**config.mk**
```make
export PLATFORM = sky130hd
export DESIGN_NAME = mac_filter
export DESIGN_NICKNAME = d
export VERILOG_FILES = /design/src/rtl/delqa_pkg.sv /design/src/rtl/mac_filter_regs.sv /design/src/rtl/mac_filter.sv
export SDC_FILE = /design/constraint.sdc
export NUM_CORES = 1
export LEC_CHECK = 0
export CAP_MARGIN = 15
export CORE_MARGIN = 2
export CORE_UTILIZATION = 54
export CTS_CLUSTER_SIZE = 14
export DETAILED_ROUTE_END_ITERATION = 8
export PLACE_DENSITY = 0.79
export SLEW_MARGIN = 20
export SYNTH_ARGS = -nofsm -noshare
export SYNTH_HDL_FRONTEND = slang
export SYNTH_SLANG_ARGS = --single-unit
```
**constraint.sdc**
```tcl
create_clock -name wb_clk_i -period 9 [get_ports wb_clk_i]
set_input_delay 0.9 -clock wb_clk_i [delete_from_list [all_inputs] [get_ports wb_clk_i]]
set_output_delay 0.9 -clock wb_clk_i [all_outputs]
set_load 0.03 [all_outputs]
```
**src/rtl/delqa_pkg.sv**
```systemverilog
// rtl/delqa_pkg.sv - shared constants, register offsets and FSM state type for the DELQA MAC filter
package delqa_pkg;

  localparam int MAC_W = 48;

  localparam int PMS_SETUP   = 0;
  localparam int PMS_ALLMC   = 1;
  localparam int PMS_PROMISC = 2;

  localparam logic [2:0] REG_IDX   = 3'd0;
  localparam logic [2:0] REG_STG1  = 3'd1;
  localparam logic [2:0] REG_STG2  = 3'd2;
  localparam logic [2:0] REG_MACH  = 3'd3;
  localparam logic [2:0] REG_VALID = 3'd4;
  localparam logic [2:0] REG_HASH0 = 3'd5;
  localparam logic [2:0] REG_HASH1 = 3'd6;
  localparam logic [2:0] REG_HASH2 = 3'd7;

  typedef enum logic [1:0] {
    ST_IDLE,
    ST_SCAN,
    ST_DONE
  } macf_state_e;

  // Multicast hash bucket: bit j is the XOR of MAC bits j, j+6, ..., j+42.
  function automatic logic [5:0] hash_bucket(input logic [MAC_W-1:0] mac);
    logic [5:0] b;
    b = '0;
    for (int j = 0; j < 6; j++) begin
      for (int i = 0; i < 8; i++) begin
        b[j] = b[j] ^ mac[j + 6 * i];
      end
    end
    return b;
  endfunction

endpackage

```
**src/rtl/mac_filter_regs.sv**
```systemverilog
// rtl/mac_filter_regs.sv - address table, valid bits, staging registers, read mux and scan comparator
// Optional multicast hash table enabled by `define MACF_HASH_EN.
module mac_filter_regs
  import delqa_pkg::*;
#(
  parameter int N_ENT = 14,
  parameter int IW    = 4
) (
  input  logic             clk_i,
  input  logic             rst_i,
  input  logic             wr_i,
  input  logic [2:0]       adr_i,
  input  logic [15:0]      dat_i,
  output logic [15:0]      rd_dat_o,
  input  logic [IW-1:0]    cmp_ptr_i,
  input  logic [MAC_W-1:0] cmp_mac_i,
`ifdef MACF_HASH_EN
  output logic [63:0]      hash_o,
`endif
  output logic             cmp_match_o
);

  localparam logic [IW:0] N_ENT_W = (IW+1)'(N_ENT);

  logic [MAC_W-1:0] entry_q [N_ENT];
  logic [N_ENT-1:0] valid_q;
  logic [IW-1:0]    idx_q;
  logic [15:0]      stg1_q;
  logic [15:0]      stg2_q;
  logic             idx_ok;
  logic [MAC_W-1:0] entry_sel;

  assign idx_ok = ({1'b0, idx_q} < N_ENT_W);

  always_ff @(posedge clk_i or posedge rst_i) begin
    if (rst_i) begin
      valid_q <= '0;
      idx_q   <= '0;
      stg1_q  <= '0;
      stg2_q  <= '0;
    end else if (wr_i) begin
      case (adr_i)
        REG_IDX: begin
          idx_q <= dat_i[IW-1:0];
          if (dat_i[15]) valid_q <= '0;
        end
        REG_STG1: stg1_q <= dat_i;
        REG_STG2: stg2_q <= dat_i;
        REG_MACH: if (idx_ok) valid_q[idx_q] <= 1'b1;
        default: ;
      endcase
    end
  end

  // Entry contents need no reset; the valid bits gate every use of them.
  always_ff @(posedge clk_i) begin
    if (wr_i && adr_i == REG_MACH && idx_ok) begin
      entry_q[idx_q] <= {dat_i, stg2_q, stg1_q};
    end
  end

`ifdef MACF_HASH_EN
  logic [63:0] hash_q;

  // Reg 4 stays the read-only valid mask on reads; writes there load hash[63:48].
  always_ff @(posedge clk_i or posedge rst_i) begin
    if (rst_i) begin
      hash_q <= '0;
    end else if (wr_i) begin
      case (adr_i)
        REG_HASH0: hash_q[15:0]  <= dat_i;
        REG_HASH1: hash_q[31:16] <= dat_i;
        REG_HASH2: hash_q[47:32] <= dat_i;
        REG_VALID: hash_q[63:48] <= dat_i;
        default: ;
      endcase
    end
  end

  assign hash_o = hash_q;
`endif

  always_comb begin
    rd_dat_o  = '0;
    entry_sel = idx_ok ? entry_q[idx_q] : '0;
    case (adr_i)
      REG_IDX:   rd_dat_o[IW-1:0] = idx_q;
      REG_STG1:  rd_dat_o = entry_sel[15:0];
      REG_STG2:  rd_dat_o = entry_sel[31:16];
      REG_MACH:  rd_dat_o = entry_sel[47:32];
      REG_VALID: rd_dat_o[N_ENT-1:0] = valid_q;
`ifdef MACF_HASH_EN
      REG_HASH0: rd_dat_o = hash_q[15:0];
      REG_HASH1: rd_dat_o = hash_q[31:16];
      REG_HASH2: rd_dat_o = hash_q[47:32];
`endif
      default: ;
    endcase
  end

  assign cmp_match_o = valid_q[cmp_ptr_i] && (entry_q[cmp_ptr_i] == cmp_mac_i);

endmodule

```
**src/rtl/mac_filter.sv**
```systemverilog
// rtl/mac_filter.sv - destination-MAC filter top: Wishbone ack/read path and scan FSM
// Optional multicast hash acceptance enabled by `define MACF_HASH_EN.
module mac_filter
  import delqa_pkg::*;
#(
  parameter int N_ENT = 14,
  parameter int IW    = 4
) (
  input  logic             wb_clk_i,
  input  logic             rst_i,
  input  logic [2:0]       wb_adr_i,
  input  logic [15:0]      wb_dat_i,
  output logic [15:0]      wb_dat_o,
  input  logic             wb_cyc_i,
  input  logic             wb_stb_i,
  input  logic             wb_we_i,
  input  logic [1:0]       wb_sel_i,
  output logic             wb_ack_o,
  input  logic [2:0]       eth_pms_i,
  input  logic             eth_macr_i,
  input  logic [MAC_W-1:0] eth_macd_i,
  output logic             cmp_done_o,
  output logic             cmp_res_o,
  output logic [IW-1:0]    cmp_hit_o
);

  localparam logic [IW-1:0] LAST_PTR = IW'(N_ENT - 1);
  localparam logic [IW-1:0] HIT_NONE = '1;

  logic             setup;
  logic             promisc;
  logic             allmc;
  logic             ack_d;
  logic             ack_q;
  logic             wr;
  logic [15:0]      rd_dat;
  logic [15:0]      dat_q;
  logic             match;
  logic             fast_accept;
  macf_state_e      state_q;
  logic [IW-1:0]    ptr_q;
  logic [MAC_W-1:0] mac_q;
  logic             done_q;
  logic             res_q;
  logic [IW-1:0]    hit_q;

  assign setup   = eth_pms_i[PMS_SETUP];
  assign allmc   = eth_pms_i[PMS_ALLMC];
  assign promisc = eth_pms_i[PMS_PROMISC];

  // One access per ack: a strobe held across the ack cycle is not taken twice in a row.
  assign ack_d = wb_cyc_i && wb_stb_i && !ack_q;
  assign wr    = ack_d && wb_we_i && (wb_sel_i == 2'b11) && setup;

`ifdef MACF_HASH_EN
  logic [63:0] hash;

  assign fast_accept = promisc || (eth_macd_i[0] && (allmc || hash[hash_bucket(eth_macd_i)]));
`else
  assign fast_accept = promisc || (allmc && eth_macd_i[0]);
`endif

  mac_filter_regs #(
    .N_ENT(N_ENT),
    .IW   (IW)
  ) u_regs (
    .clk_i      (wb_clk_i),
    .rst_i      (rst_i),
    .wr_i       (wr),
    .adr_i      (wb_adr_i),
    .dat_i      (wb_dat_i),
    .rd_dat_o   (rd_dat),
    .cmp_ptr_i  (ptr_q),
    .cmp_mac_i  (mac_q),
`ifdef MACF_HASH_EN
    .hash_o     (hash),
`endif
    .cmp_match_o(match)
  );

  always_ff @(posedge wb_clk_i or posedge rst_i) begin
    if (rst_i) begin
      ack_q <= 1'b0;
      dat_q <= '0;
    end else begin
      ack_q <= ack_d;
      if (ack_d) dat_q <= setup ? rd_dat : '0;
    end
  end

  always_ff @(posedge wb_clk_i or posedge rst_i) begin
    if (rst_i) begin
      state_q <= ST_IDLE;
      ptr_q   <= '0;
      mac_q   <= '0;
      done_q  <= 1'b0;
      res_q   <= 1'b0;
      hit_q   <= HIT_NONE;
    end else begin
      case (state_q)
        ST_IDLE: begin
          if (eth_macr_i && !setup) begin
            mac_q <= eth_macd_i;
            ptr_q <= '0;
            if (fast_accept) begin
              state_q <= ST_DONE;
              done_q  <= 1'b1;
              res_q   <= 1'b1;
              hit_q   <= HIT_NONE;
            end else begin
              state_q <= ST_SCAN;
            end
          end
        end
        ST_SCAN: begin
          if (setup || !eth_macr_i) begin
            state_q <= ST_IDLE;
          end else if (match) begin
            state_q <= ST_DONE;
            done_q  <= 1'b1;
            res_q   <= 1'b1;
            hit_q   <= ptr_q;
          end else if (ptr_q == LAST_PTR) begin
            state_q <= ST_DONE;
            done_q  <= 1'b1;
            res_q   <= 1'b0;
            hit_q   <= HIT_NONE;
          end else begin
            ptr_q <= ptr_q + IW'(1);
          end
        end
        ST_DONE: begin
          if (setup || !eth_macr_i) begin
            state_q <= ST_IDLE;
            done_q  <= 1'b0;
            res_q   <= 1'b0;
            hit_q   <= HIT_NONE;
          end
        end
        default: begin
          state_q <= ST_IDLE;
          done_q  <= 1'b0;
          res_q   <= 1'b0;
          hit_q   <= HIT_NONE;
        end
      endcase
    end
  end

  assign wb_ack_o   = ack_q;
  assign wb_dat_o   = dat_q;
  assign cmp_done_o = done_q;
  assign cmp_res_o  = res_q;
  assign cmp_hit_o  = hit_q;

endmodule

```
==> results of run 1 <==
==> Yosys cell counts, drive strengths merged (25+ instances only) <==
cell type | count | area (um^2)
o21ai | 62 | 310
mux2i | 165 | 1650
edfxtp | 672 | 20200
o22ai | 33 | 213
mux4 | 266 | 5990
clkbuf | 67 | 251
a21oi | 86 | 430
buf | 84 | 527
nor2b | 25 | 156
mux2 | 177 | 1990
nand2 | 85 | 319
a22oi | 26 | 195
nor2 | 82 | 310
dfrtp | 123 | 3080
==> through the flow <==
stage               hold WS [ps]  power, mW  area (um^2)
finish                       485       8.51        42500
detailed placement           475       4.91        39500
CTS                          487       8.52        42500
global placement             464       4.89        39500
global route                 509       8.70        42500
floorplan                    478       4.62        37600
==> flip-flops by register name, summed over array words and instances, names as in the netlist <==
register / count
wb_ack_o: 1
wb_dat_o: 16
u_regs.stg2_q: 16
u_regs.idx_q: 4
ptr_q: 4
u_regs.stg1_q: 16
cmp_done_o: 1
u_regs.valid_q: 14
u_regs.entry_q: 672
mac_q: 48
state_q: 2
cmp_res_o: 1
cmp_hit_o: 4
==> report_power, final <==
group / switching [mW] / total, mW / internal [mW] / leakage [nW]
combinational: 0.352 / 0.646 / 0.294 / 4.36
sequential: 0.145 / 4.21 / 4.06 / 7.92
clock: 1.45 / 3.65 / 2.20 / 1.43
total: 1.95 / 8.51 / 6.56 / 13.7
==> worst register-to-register path, stage by stage, from the launching register on <==
cell and delay (ps):
dfrtp_4 870, buf_12 610, mux4_2 760, mux2i_1 310, nand4_1 240, o31a_1 400
a2111oi_1 650, nand4_1 390, nor3_4 300, nand3_4 170, a32o_1 300, a31o_1 190
==> cell families (layout without fill, tap and decap cells) <==
kind of cell             Yosys count  in the layout  share of synthesized area
flip-flops                       799            799                      0.621
multiplexers                     608            608                      0.256
AO/OA/AOI/OAI                    311            311                     0.0541
AND/OR/NAND/NOR                  292            292                     0.0380
buffers and inverters            166            315                     0.0222
XOR/XNOR                          34             34                    0.00792
adder cells (fa/ha/maj)            2              2                   0.000665
other                              0              2                          0
==> final cells by class <==
| cell class | instances | area share |
|---|---|---|
| Tap cell | 931 | 0.0274 |
| Multi-Input combinational cell | 1247 | 0.319 |
| Timing Repair Buffer | 144 | 0.0327 |
| Antenna cell | 2 | 0.000118 |
| Sequential cell | 799 | 0.551 |
| Clock inverter | 31 | 0.0100 |
| Clock buffer | 125 | 0.0592 |
| Inverter | 15 | 0.00144 |
==> routing by layer <==
layer | wire length [um] | track usage | vias to the layer above
li1 | - | - | 9230
met1 | 38100 | 0.412 | 11900
met2 | 51400 | 0.483 | 1940
met3 | 15100 | 0.0851 | 329
met4 | 5500 | 0.143 | 0
met5 | 0 | 0 | -
==> worst max-delay path by stage <==
stage / from / to / slack, ps / cells after the start
finish: ptr_q[0] / ptr_q[2] / 3710 / 11
floorplan: u_regs.idx_q[2] / u_regs.entry_q[4][0] / 2710 / 8
CTS: ptr_q[0] / ptr_q[2] / 3840 / 11
global route: ptr_q[0] / ptr_q[2] / 3630 / 11
global placement: wb_adr_i[2] / u_regs.entry_q[2][34] / 3920 / 7
detailed placement: ptr_q[0] / ptr_q[2] / 3880 / 11
==> results.yml, run 1 <==
outcome:
  status: "completed"
hold_path:
  hold_class: "reg2reg"
  hold_path_startpoint: "wb_dat_o[10]"
  whs_path_depth: 2
  min_to: "wb_dat_o[10]"
clock_network:
  ctsLongestPathBuffers: 3
  cts_tree: "done"
  cts_buffers: 84
  insertion_delay_ps: 650
  clock_sink_count: 799
  cts_resized: 0
  post_cts_buffers: 0
  cts-root-buf: "clkbuf_16"
  cts-hold-fix-buffers: 0
  clk_pin_slew_ps: 60
  htreeDepth: 3
sta:
  rsz0062_at_grt: "false"
  fin_crit_sh: 0.588
  period_minus_slack_ps: 5290
  tightest_slew_ps: 1130
  slew_viol_final: 0
  tns_ps: 0
  fmax_ghz: 0.189
  slew_headroom: 0.248
  fin_skew_ps: 30.6
  finalSetupViolations: 0
  setup_ws_ps: 3710
  hold_viol_final: 0
critical_path:
  cp_slowest_stage_delay_ps: 870
  critical_path.top_delay_family: "compound AO/OA/AOI/OAI gates"
  crit_arrival_ps: 5820
  worstPathRequired_ps: 9530
  path_buf_inv: 1
  path_cells: "buf_12 > mux4_2 > mux2i_1 > nand4_1 > o31a_1 > a2111oi_1 > nand4_1 > nor3_4 > nand3_4 > a32o_1 > a31o_1"
  reg2reg_to: "ptr_q[2]"
  cpMostUsedCell: "nand4_1"
  crit_type: "reg2reg"
  crit_path_end_kind: "register"
  r2r_slack_ps: 3710
  crit_slowest_cell: "dfrtp_4"
  start_kind: "register"
  reg2reg_from: "ptr_q[0]"
  crit_fanout: 95
  reg2regPathDepth: 11
final_layout:
  multiInputGateArea_um2: 13500
  fin_cells: 3294
  final_common_cell: "edfxtp_1"
  final_util: 0.617
  fillers: 4748
  fin_nets: 2371
  mostFrequentLayoutCells: "edfxtp_1 (672), mux4_2 (266), mux2i_1 (165)"
  layout-drive-gt1-share: 0.274
  synthToLayoutAreaGrowth_pct: 12.9
  seqCellArea_um2: 23400
yosys:
  ys_ff_latch: 799
  async_reset_ff_frac: 0.159
  synthCells: 2212
  synth_fp_nets: 2292
  synth-edff-count: 672
  synth.avg_cell_area_um2: 17.0
  synth_ff_type: "edfxtp_1"
  synth_area_um2: 37600
  yosys_warnings: 0
  ys_seq_area_frac: 0.621
  synthDistinctLibCells: 82
global_routing:
  grt_overflow: 0
  antenna_found_initial: 3
  track_usage: 0.311
  grt_max_degree: 126
  grt_first_pass_wirelength_mm: 159
  grt_pass1_vias: 23700
floorplan:
  io_pins: 101
  die_y_um: 268
  coreArea_um2: 68800
  fp-row-count: 96
  start_util: 0.547
  die_area_um2: 71800
  die_x_um: 268
power_and_ir_drop:
  power_leakage_nw: 13.7
  cellPowerDensity_nw_per_um2: 200
  ir_drop_v: 0.000155
placed_design:
  gp_congestion: 0.932
  dp_hpwl_mm: 64.8
  place_ws_ps: 3880
  io_buffers: 100
  post-place-cells: 3136
drt:
  first_pass_iters: 7
  ant_nets: 0
  first_iter_violations: 3885
  routedWlPerCell_um: 33.4
  drt_wl_total_mm: 110
  drcViolationCount: 0
  vias_per_cell: 7.11
  vias: 23400
run:
  drv_cap: 0
(Power assumes the default switching activity.)
==> run 2, diff against run 1 <==
Settings changed: PLACE_DENSITY 0.79 to 0.82.
Clock period 9 ns to 4.4 ns, I/O delays scaled along.
==> results.yml, run 2 (same netlist as run 1, synthesis figures left out) <==
critical_path:
  crit_type: "reg2reg"
  crit_path_end_kind: "register"
  r2r_slack_ps: 120
  reg2reg_to: "cmp_done_o"
  reg2regPathDepth: 14
  start_kind: "register"
  crit_fanout: 10
  reg2reg_from: "ptr_q[1]"
  worstPathRequired_ps: 4950
  crit_arrival_ps: 4830
clock_network:
  ctsLongestPathBuffers: 3
  htreeDepth: 3
  cts_buffers: 81
  cts-hold-fix-buffers: 0
  insertion_delay_ps: 650
  cts-root-buf: "clkbuf_16"
  cts_tree: "done"
  clock_sink_count: 799
  clk_pin_slew_ps: 60
sta:
  fin_crit_sh: 0.973
  fmax_ghz: 0.234
  period_minus_slack_ps: 4280
  hold_slack_ps: 146
  finalSetupViolations: 0
  setup_ws_ps: 121
  tightest_slew_ps: 946
  hold_viol_final: 0
  slew_viol_final: 0
  slew_headroom: 0.368
  fin_skew_ps: 41.5
  tns_ps: 0
drt:
  vias: 24000
  first_iter_violations: 4029
  first_pass_iters: 9
  vias_per_cell: 7.13
  routedWlPerCell_um: 33.5
  drcViolationCount: 1
  ant_nets: 0
  drt_wl_total_mm: 112
placed_design:
  place_area_um2: 40400
  gp_congestion: 0.905
  io_buffers: 100
  place_ws_ps: 208
  dp_hpwl_mm: 69.7
floorplan:
  io_pins: 101
  coreArea_um2: 68800
  start_util: 0.547
  die_area_um2: 71800
  fp-row-count: 96
  die_y_um: 268
  die_x_um: 268
global_routing:
  use_met3: 0.0879
  top_usage_layer: "met2"
  grt_first_pass_wirelength_mm: 163
  use_met2: 0.492
  antenna_found_initial: 4
  grt_overflow: 0
  track_usage: 0.318
  grt_max_degree: 94
  gr-usage-met1: 0.419
  grt_pass1_vias: 24000
power_and_ir_drop:
  cellPowerDensity_nw_per_um2: 398
  power.switching_mw: 4.02
  power_leakage_nw: 14.1
  ir_drop_v: 0.000323
  combPwrFrac: 0.082
  power_frac_seq: 0.500
  p_sw_frac: 0.234
  power_frac_clock: 0.418
  p_int_mw: 13.2
final_layout:
  final_common_cell: "edfxtp_1"
  layout-drive-gt1-share: 0.296
  largest_register_ffs: 672
  synthToLayoutAreaGrowth_pct: 14.9
  mostFrequentLayoutCells: "edfxtp_1 (672), mux4_2 (266), mux2i_1 (165)"
  design_area_um2: 43200
  top_register: "u_regs.entry_q"
  largestRegisters: "u_regs.entry_q x672, mac_q x48"
  antenna_cells: 0
  fin_nets: 2439
outcome:
  status: "finished with violations"
  violations: "design-rule violations"
hold_path:
  hold_class: "in2async"
run:
  drv_cap: 0
-- run 2: power groups by stage --
stage	logic (mW)	clock network (mW)	registers, mW
6_report	1.42	7.19	8.59
5_1_grt	1.48	7.49	8.59
4_1_cts	1.39	7.21	8.57
3_5_place_dp	1.38	0	8.73
3_3_place_gp	1.35	0	8.71
2_1_floorplan	0.865	0	8.59
-- run 2: worst max path at each step --
stage | cells after the start | start | slack, ps | to
3_3_place_gp | 13 | ptr_q[1] | 350 | cmp_res_o
3_5_place_dp | 13 | ptr_q[1] | 210 | cmp_hit_o[2]
4_1_cts | 13 | ptr_q[1] | 180 | cmp_hit_o[2]
5_1_grt | 14 | ptr_q[0] | -20 | cmp_hit_o[2]
6_report | 14 | ptr_q[1] | 120 | cmp_done_o
2_1_floorplan | 8 | u_regs.idx_q[2] | -630 | u_regs.entry_q[7][0]
-- run 2: metal layers --
metal / vias up / part of all wire
met4: 4 / 0.055
li1: 9351 / -
met3: 422 / 0.14
met1: 12100 / 0.35
met5: - / 0.00020
met2: 2069 / 0.46
-- run 2: per-stage QoR --
step,total power [mW],instances,utilization
after floorplan,9.45,2212,-
after global placement,10.1,3204,0.587
after detailed placement,10.1,3205,0.587
after CTS,17.2,3356,0.628
after global routing,17.6,3358,0.628
final,17.2,3358,0.628
-- run 2: what timing repair did --
| item | CTS | global route |
|---|---|---|
| resized for setup | 0 | 0 |
| setup buffers | 0 | 1 |
| endpoints found under the setup margin | 0 | 8 |
-- run 2: layout make-up --
| class | count | area [um^2] |
|---|---|---|
| clock buffers | 119 | 2390 |
| clock inverters | 32 | 382 |
| fillers | 4624 | 25600 |
| inverters | 15 | 61.3 |
| multi-input cells | 1247 | 13600 |
| flip-flops and latches | 799 | 23400 |
| well taps | 931 | 1160 |
| repair buffers | 215 | 2270 |
-- run 2: worst max-delay path: stages, from the launching register on --
cell	delay, ps
dfrtp_4	540
buf_4	240
buf_4	230
mux2_1	350
mux4_2	480
xor2_1	210
o31a_1	420
a2111oi_1	410
nand4_1	160
buf_4	220
nor3_4	200
nand3_4	160
buf_12	200
a31oi_1	170
a2bb2oi_1	180
